File: src/rtl/bsg_manycore_pkt_encode_buffered.sv
// rtl/bsg_manycore_pkt_encode_buffered.sv - buffered, credit-limited manycore request packet encoder

module bsg_manycore_pkt_fifo #(
  parameter int width_p = 8,
  parameter int els_p   = 2
) (
  input  logic               clk_i,
  input  logic               reset_n_i,
  input  logic               s_tvalid,
  output logic               s_tready,
  input  logic [width_p-1:0] s_tdata,
  output logic               m_tvalid,
  input  logic               m_tready,
  output logic [width_p-1:0] m_tdata
);
  localparam int ptr_w_lp = $clog2(els_p);
  localparam int cnt_w_lp = $clog2(els_p + 1);

  logic [width_p-1:0]  mem_q [els_p];
  logic [ptr_w_lp-1:0] wr_ptr_q, wr_ptr_d, rd_ptr_q, rd_ptr_d;
  logic [cnt_w_lp-1:0] count_q, count_d;
  logic                enq, deq;

  // Full/empty come from registered occupancy only, so ready never follows a same-cycle dequeue
  assign s_tready = (count_q != cnt_w_lp'(els_p));
  assign m_tvalid = (count_q != '0);
  assign m_tdata  = mem_q[rd_ptr_q];
  assign enq      = s_tvalid & s_tready;
  assign deq      = m_tvalid & m_tready;

  always_comb begin
    wr_ptr_d = wr_ptr_q;
    rd_ptr_d = rd_ptr_q;
    count_d  = count_q;
    if (enq) wr_ptr_d = (wr_ptr_q == ptr_w_lp'(els_p - 1)) ? '0 : wr_ptr_q + 1'b1;
    if (deq) rd_ptr_d = (rd_ptr_q == ptr_w_lp'(els_p - 1)) ? '0 : rd_ptr_q + 1'b1;
    if (enq & ~deq)      count_d = count_q + 1'b1;
    else if (~enq & deq) count_d = count_q - 1'b1;
  end

  always_ff @(posedge clk_i) begin
    if (!reset_n_i) begin
      wr_ptr_q <= '0;
      rd_ptr_q <= '0;
      count_q  <= '0;
    end else begin
      wr_ptr_q <= wr_ptr_d;
      rd_ptr_q <= rd_ptr_d;
      count_q  <= count_d;
    end
  end

  always_ff @(posedge clk_i) begin
    if (enq) mem_q[wr_ptr_q] <= s_tdata;
  end
endmodule

module bsg_manycore_pkt_encode_buffered #(
  parameter int x_cord_width_p    = 4,
  parameter int y_cord_width_p    = 4,
  parameter int data_width_p      = 32,
  parameter int addr_width_p      = 16,
  parameter int fifo_els_p        = 2,
  parameter int max_out_credits_p = 16,
  localparam int packet_width_lp  = addr_width_p + 2 + data_width_p/8 + data_width_p
                                    + 2*x_cord_width_p + 2*y_cord_width_p,
  localparam int credit_width_lp  = $clog2(max_out_credits_p + 1),
  localparam int addr_dec_width_lp = 1 + y_cord_width_p + x_cord_width_p + addr_width_p
) (
  input  logic                         clk_i,
  input  logic                         reset_n_i,
  input  logic                         v_i,
  output logic                         ready_o,
  input  logic [addr_dec_width_lp-1:0] addr_i,
  input  logic [data_width_p-1:0]      data_i,
  input  logic [data_width_p/8-1:0]    mask_i,
  input  logic                         we_i,
  input  logic [x_cord_width_p-1:0]    my_x_i,
  input  logic [y_cord_width_p-1:0]    my_y_i,
  output logic                         v_o,
  output logic [packet_width_lp-1:0]   data_o,
  input  logic                         ready_i,
  input  logic                         returned_credit_i,
  output logic [credit_width_lp-1:0]   out_credits_o,
  output logic                         idle_o
);
  typedef struct packed {
    logic                      remote;
    logic [y_cord_width_p-1:0] y_cord;
    logic [x_cord_width_p-1:0] x_cord;
    logic [addr_width_p-1:0]   addr;
  } addr_decode_s;

  typedef struct packed {
    logic [addr_width_p-1:0]   addr;
    logic [1:0]                op;
    logic [data_width_p/8-1:0] op_ex;
    logic [data_width_p-1:0]   data;
    logic [y_cord_width_p-1:0] from_y_cord;
    logic [x_cord_width_p-1:0] from_x_cord;
    logic [y_cord_width_p-1:0] y_cord;
    logic [x_cord_width_p-1:0] x_cord;
  } packet_s;

  localparam logic [credit_width_lp-1:0] max_credits_lp = credit_width_lp'(max_out_credits_p);

  addr_decode_s                addr_dec;
  packet_s                     pkt;
  logic                        fifo_ready, fifo_v, accept;
  logic [credit_width_lp-1:0]  credits_q, credits_d;
  logic                        stall_q, stall_d;
  logic [packet_width_lp-1:0]  hold_q, hold_d;

  assign addr_dec = addr_decode_s'(addr_i);
  assign ready_o  = fifo_ready & (credits_q != '0);
  assign accept   = v_i & addr_dec.remote & ready_o;

  // Top address bit selects the config space and is stripped from the packet address
  always_comb begin
    pkt             = '0;
    pkt.op          = addr_dec.addr[addr_width_p-1] ? 2'b10 : (we_i ? 2'b01 : 2'b00);
    pkt.op_ex       = mask_i;
    pkt.addr        = {1'b0, addr_dec.addr[addr_width_p-2:0]};
    pkt.data        = (pkt.op == 2'b00) ? '0 : data_i;
    pkt.x_cord      = addr_dec.x_cord;
    pkt.y_cord      = addr_dec.y_cord;
    pkt.from_x_cord = my_x_i;
    pkt.from_y_cord = my_y_i;
  end

  bsg_manycore_pkt_fifo #(
    .width_p (packet_width_lp),
    .els_p   (fifo_els_p)
  ) out_fifo (
    .clk_i     (clk_i),
    .reset_n_i (reset_n_i),
    .s_tvalid  (accept),
    .s_tready  (fifo_ready),
    .s_tdata   (pkt),
    .m_tvalid  (fifo_v),
    .m_tready  (ready_i),
    .m_tdata   (data_o)
  );

  assign v_o = fifo_v;

  always_comb begin
    credits_d = credits_q;
    if (accept & ~returned_credit_i)
      credits_d = credits_q - 1'b1;
    else if (~accept & returned_credit_i & (credits_q != max_credits_lp))
      credits_d = credits_q + 1'b1;
    stall_d = v_o & ~ready_i;
    hold_d  = data_o;
  end

  always_ff @(posedge clk_i) begin
    if (!reset_n_i) begin
      credits_q <= max_credits_lp;
      stall_q   <= 1'b0;
    end else begin
      credits_q <= credits_d;
      stall_q   <= stall_d;
    end
    hold_q <= hold_d;
  end

  assign out_credits_o = credits_q;
  assign idle_o        = ~fifo_v & (credits_q == max_credits_lp);

  always_ff @(posedge clk_i) begin
    if (reset_n_i) begin
      assert (!(returned_credit_i & ~accept & (credits_q == max_credits_lp)))
        else $error("credit overflow: return with all credits available");
      assert (!stall_q || (v_o && data_o == hold_q))
        else $error("output packet changed while stalled");
    end
  end
endmodule

File: config.mk
export PLATFORM = sky130hd
export DESIGN_NAME = bsg_manycore_pkt_encode_buffered
export DESIGN_NICKNAME = d
export VERILOG_FILES = /design/src/rtl/bsg_manycore_pkt_encode_buffered.sv
export SDC_FILE = /design/constraint.sdc
export NUM_CORES = 1
export LEC_CHECK = 0
export CAP_MARGIN = 5
export CORE_MARGIN = 3
export CORE_UTILIZATION = 35
export DETAILED_ROUTE_END_ITERATION = 10
export GPL_TIMING_DRIVEN = 0
export HOLD_SLACK_MARGIN = 0.1
export PLACE_DENSITY = 0.6
export SLEW_MARGIN = 30
export SYNTH_ARGS = -nofsm -noshare
export SYNTH_HDL_FRONTEND = slang
export SYNTH_SLANG_ARGS = --single-unit
File: constraint.sdc
create_clock -name clk_i -period 6.5 [get_ports clk_i]
set_input_delay 1.95 -clock clk_i [delete_from_list [all_inputs] [get_ports clk_i]]
set_output_delay 1.95 -clock clk_i [all_outputs]
set_load 0.1 [all_outputs]
; After elaboration in Yosys (flattened, before gate mapping)
; Memory sizes are Yosys's and may differ from the RTL's. A register that Yosys moved wholly into a read port is not among the register bits.
; Index checks and enable logic that the tools add are counted.
[word_totals]
regBits = 9
ram_bits = 138
output_inout_bits = 78
mem_count = 1
[memory_table]
columns = name, words, width, rd, rd_clocked_by_memory_dff, wr, line_no
row1 = out_fifo.mem_q, 2, 69, 1, 1, 1, 19  ; logic [width_p-1:0] mem_q [els_p];
[op_classes]
add_sub_neg = 6
eq_ne = 3
muxes = 13
bitwise = 16
reduce_logical = 5
[op_table]
columns = cell, count
row1 = $mux W32, 1
row2 = $and A1 B1 Y1, 11
row3 = $mux W5, 2
row4 = $mux W1, 7
row5 = $mux W2, 3
row6 = $reduce_bool A2 Y1, 3
row7 = $add A5 B1 Y5 const B, 1
row8 = $eq A5 B5 Y1 const B, 1
row9 = $ne A5 B5 Y1 const B, 1
row10 = $not A1 Y1, 5
row11 = $reduce_bool A5 Y1, 1
row12 = $sub A5 B1 Y5 const B, 1
row13 = $add A1 B1 Y1 const B, 2
row14 = $add A2 B1 Y2 const B, 1
row15 = $logic_not A2 Y1, 1
row16 = $ne A2 B2 Y1 const B, 1
row17 = $sub A2 B1 Y2 const B, 1

; Longest topological paths before layout
[logic_depth]
word_depth = 8
ltp_mapped = 7
ltp_nobuf = 7

; By module
; From an unflattened synthesis, not the netlist that was laid out.
[hier_totals]
cells_unflattened = 333
area_unflattened_um2 = 5960.7
[modules_own_cells]
columns = mod, instances, cells_each, area_per_inst_um2
row1 = bsg_manycore_pkt_fifo, 1, 242, 5275.1
row2 = bsg_manycore_pkt_encode_buffered, 1, 91, 685.7

; Least setup slack after synthesis
; OpenSTA, ideal clock, no wires.
[synth_path]
path_type = in2reg
from = input v_i
to = memory out_fifo.mem_q[0][0] (netlist name) (enable)
arrival_ns = 5.300
slack_ns = 0.702
path_stages = 3
path_cell_list = nand2_1 a211o_2 nor2_1
[synth_via]
elab_chain_len = 5
[synth_rtl]
columns = element, line_no
row1 = start: declaration, 72  ; input logic v_i,
row2 = $and A1 B1 Y1 (2 in series), 116  ; assign accept = v_i & addr_dec.remote & ready_o;
row3 = $and A1 B1 Y1, 28  ; assign enq = s_tvalid & s_tready;
row4 = $mux W1, 54  ; if (enq) mem_q[wr_ptr_q] <= s_tdata;
row5 = $mux W1 (not written as such), 54
row6 = end: declaration, 19
; No other way between the ends.

==> flow_results.org <==
** Status
- Status :: finished, final reports clean

** Clock network
- CTS placed an instance of clkbuf_16 at the clock tree root.
- Once the clock tree was built, the resizer swapped 0 gates to a different size.
- In this run the deepest clock path goes through 2 buffers.
- Buffers added to address setup during post-CTS repair amount to 0.
- Clock latency on the worst-skew pair :: slightly above 0.4 ns
- Hold buffers post-CTS :: 0
- CTS Buf Count :: 17
- After clock tree synthesis, the clock-pin slew on the worst setup and hold paths is roughly 0.060 ns.
- Counting every sink on the clock net gives roughly 150.
- The H-tree was split into 4 levels.
- TritonCTS built the clock tree.

** Timing
- The number of failing hold endpoints at the final stage came to 0.
- Final critical path time including I/O delays and setup :: 4.96 ns
- The worst path uses between 70% and 80% of the clock period.
- Top achievable clock speed :: between 0.2 and 0.25 GHz
- In the final timing run, aggregate negative setup slack is 0 ns.
- Slew HR :: 31.2%
- Setup repair after global routing missed its margin :: no
- Number of max-slew violations in the final report :: 0
- Setup Viol. Count Final :: 0
- Worst-Margin Slew :: 1.03 ns
- For the final database, setup skew stands at 0.00754 ns.

** Die
- Rows :: 46
- The die covers roughly 0.018 sq mm.
- The floorplan step defined a core boundary enclosing 0.0161 sq mm.
- Pin placement for this block handled 153 I/O pins.
- The floorplan step set the die height to around 140 microns.
- The die is 135 microns wide.
- Effective utilization at floorplan :: a little over a third

** Logic synthesis
- Synthesized netlist net count :: 407
- A synthesized cell averages 17.9 sq um.
- Share of the yosys chip area belonging to registers :: around 74%
- Synthesis instantiated 36 different standard cells from the library.
- Number of storage elements in the synthesis netlist :: between 100 and 150
- In the synthesized netlist, the number of instances is around 330.
- Number of warning messages in the yosys log :: 0
- Summed instance area of the synthesized netlist :: approximately 0.0058 sq mm

** Layout
- The repair_antennas step left the layout with diodes totalling 0.
- The library cell used most frequently in the layout, excluding fill and tap cells, is clkdlybuf4s50_1.
- Area added between synthesis and finish :: 42.8%
- Most used cells in the layout excluding fill and tap cells :: 149 x clkdlybuf4s50_1, 138 x edfxtp_1, 69 x mux2_2
- Net count, final :: 581
- Fraction of final layout cells with drive strength greater than 1 :: 22.5%

** Route
- Count of vias placed by the detailed router :: around 3400
- Once detail routing completed, the nets flagged for antenna violations numbered 0.
- Wires add up to 12000 microns.
- DRT iter0 DRCs :: between 100 and 150
- In the routed layout, each cell is associated on average with a via count of about 4.6.
- The first detailed-routing pass took 4 iterations.
- After detailed routing, the number of remaining DRC violations is 0.
- Dividing the detail-routed wire length by the instance count gives 16.5 microns.

** Setup path
- The worst setup path is launched from a register.
- Critical path's most frequent cell :: buf_2
- The worst setup path is of the reg2out kind.
- Largest delay share family, worst path :: buffers and inverters
- Together, buffers and inverters on the worst path number 4.
- Cell breakdown of the critical path :: clkbuf_1, buf_2, buf_2, mux2_2, clkdlybuf4s50_1
- Number of cells traversed by the worst register-to-register path :: 7
- Max Fanout on Critical Path :: 10
- For the worst setup path, the data arrival time is 3.01 ns.
- In this design, the stage delay of the slowest critical-path cell is 0.97 ns.
- The worst setup path is captured at an output port.
- Among all stages on the critical path, the largest delay is contributed by clkdlybuf4s50_1.
- STA puts the critical path data required time at 4.55 ns.
- Stages on worst setup path :: 5

** Power and ir drop
- For this design the total switching power over the nets is between 1.5 and 2 mW.
- Combinational logic is responsible for 46.4% of the overall power.
- Pwr Total :: 4.05 mW
- Leakage dissipation :: about 2.9 nW
- PD cells :: around 490 mW/mm^2
- Clk pwr share :: 24.5%
- The internal power of the cells totals 2.28 mW.
- The worst-case IR drop observed on VDD is roughly 0.43 mV.
- Net switching is between 40% and 50% of the power.
- Per report_power, the sequential group accounts for between 20% and 30% of the total.

** Global route
- The first global-routing pass estimated roughly 19000 microns of wire.
- The initial antenna violation count was 0.
- Global routing used 13.6% of the available tracks.
- The number of global-route vias before repair was roughly 3600.
- Maximum number of pins on one net before global-route repair :: 40
- GRT overflow :: 0

** Placed design
- Port buffering added 150 buffers.
- Routability congestion estimate :: ~0.76
- Detailed placement HPWL :: 8180 microns

** Flow run
- Maximum Capacitance Violations :: 0

** Min path
- Counting instances, the worst hold path has a depth of 2.
- The path class of the tightest hold or removal check is reg2reg.
stage by stage:
step / hold slack [ns] / instance area (sq um) / instances / util, % / setup WS [ns]
after global placement: 0.474 / 7610 / 693 / 47.3 / -1.76
after global routing: 0.537 / 8340 / 728 / 51.8 / 1.36
final: 0.508 / 8340 / 728 / 51.8 / 1.54
after detailed placement: 0.497 / 7750 / 698 / 48.1 / 1.93
after CTS: 0.512 / 8350 / 728 / 51.8 / 1.45
after floorplan: 0.462 / 5840 / 327 / - / 0.702
cell type report:
class | count | area (sq um)
clock buffer | 19 | 433
inverter | 4 | 15.0
clock inverter | 11 | 159
tap | 216 | 270
multi-input combinational | 162 | 1440
timing repair buffer | 155 | 1630
buffer | 13 | 58.8
fill | 1366 | 7770
sequential | 148 | 4340
path summary, 6_finish.rpt:
| check | end | slack, ns | startpoint |
|---|---|---|---|
| max | data_o[66] | 1.54 | register |
| min | register | 0.51 | out_fifo.rd_ptr_q |
| max reg2reg | out_credits_o[4] | 3.96 | out_credits_o[1] |
| min reg2reg | register | 0.51 | out_fifo.rd_ptr_q |
routing by layer:
metal	up-vias	track usage, %	part of all wire (%)
met1	1636	17.2	44
met5	-	0	0
met3	10	4.90	7.8
met2	119	21.8	47
li1	1588	-	-
met4	0	4.54	0.85
cell usage after synthesis:
| library cell | number | area (sq um) |
|---|---|---|
| edfxtp_1 | 138 | 4140 |
| mux2_2 | 69 | 777 |
| nor2b_1 | 33 | 206 |
| dfxtp_1 | 10 | 200 |
| nand2_1 | 10 | 37.5 |
| clkbuf_1 | 7 | 26.3 |
| nor2_1 | 7 | 26.3 |
| buf_2 | 5 | 25.0 |
| a21oi_1 | 4 | 20.0 |
| ha_1 | 4 | 50.1 |
| inv_1 | 4 | 15.0 |
| mux2i_1 | 4 | 40.0 |
| xor2_1 | 4 | 35.0 |
| and2_1 | 3 | 18.8 |
| nand3_1 | 2 | 10.0 |
| o21ai_0 | 2 | 10.0 |
| or3_1 | 2 | 12.5 |
| a2111oi_2 | 1 | 15.0 |
| a211o_2 | 1 | 10.0 |
| a31oi_1 | 1 | 6.26 |
| a31oi_4 | 1 | 21.3 |
| and3_1 | 1 | 6.26 |
| buf_4 | 1 | 7.51 |
| conb_1 | 1 | 3.75 |
| fa_1 | 1 | 20.0 |
| nand2b_1 | 1 | 6.26 |
| nor2b_2 | 1 | 8.76 |
| nor4_4 | 1 | 21.3 |
| o211ai_1 | 1 | 7.51 |
| o21a_1 | 1 | 7.51 |
| o221ai_1 | 1 | 8.76 |
| o22a_1 | 1 | 8.76 |
| o2bb2ai_1 | 1 | 8.76 |
| or2_2 | 1 | 6.26 |
| or3_2 | 1 | 7.51 |
| or4_1 | 1 | 7.51 |
registers in the layout, indices dropped and copies added, names as in the netlist, named ones only:
| register | flops |
|---|---|
| out_fifo.count_q | 2 |
| out_fifo.mem_q | 138 |
| out_fifo.rd_ptr_q | 1 |
| out_fifo.wr_ptr_q | 1 |
| out_credits_o | 5 |
power groups by stage:
stage	Clock, mW	Sequential [mW]	Combinational (mW)
after floorplan	0	1.24	1.40
after global placement	0	1.21	1.85
after CTS	1.02	1.18	1.90
final	0.991	1.18	1.88
after global routing	1.07	1.19	1.95
after detailed placement	0	1.20	1.89
cell families after synthesis:
family | Yosys count | synth area share (%)
AOI/OAI and AO/OA | 15 | 2.12
adders and majority gates | 5 | 1.20
other | 1 | 0.0642
buffers and inverters | 17 | 1.26
and+or+nand+nor | 64 | 6.42
muxes | 73 | 14.0
DFF | 148 | 74.3
xor gates and xnor gates | 4 | 0.600
worst reg2reg max path, stage by stage, from the launching register on:
cell and delay (ns):
dfxtp_1 0.48, nor4_4 0.12, a2111oi_2 0.80, ha_1 0.40
a21oi_1 0.19, nand2_1 0.12, o221ai_1 0.18, o211ai_1 0.12
(Power assumes the default switching activity.)
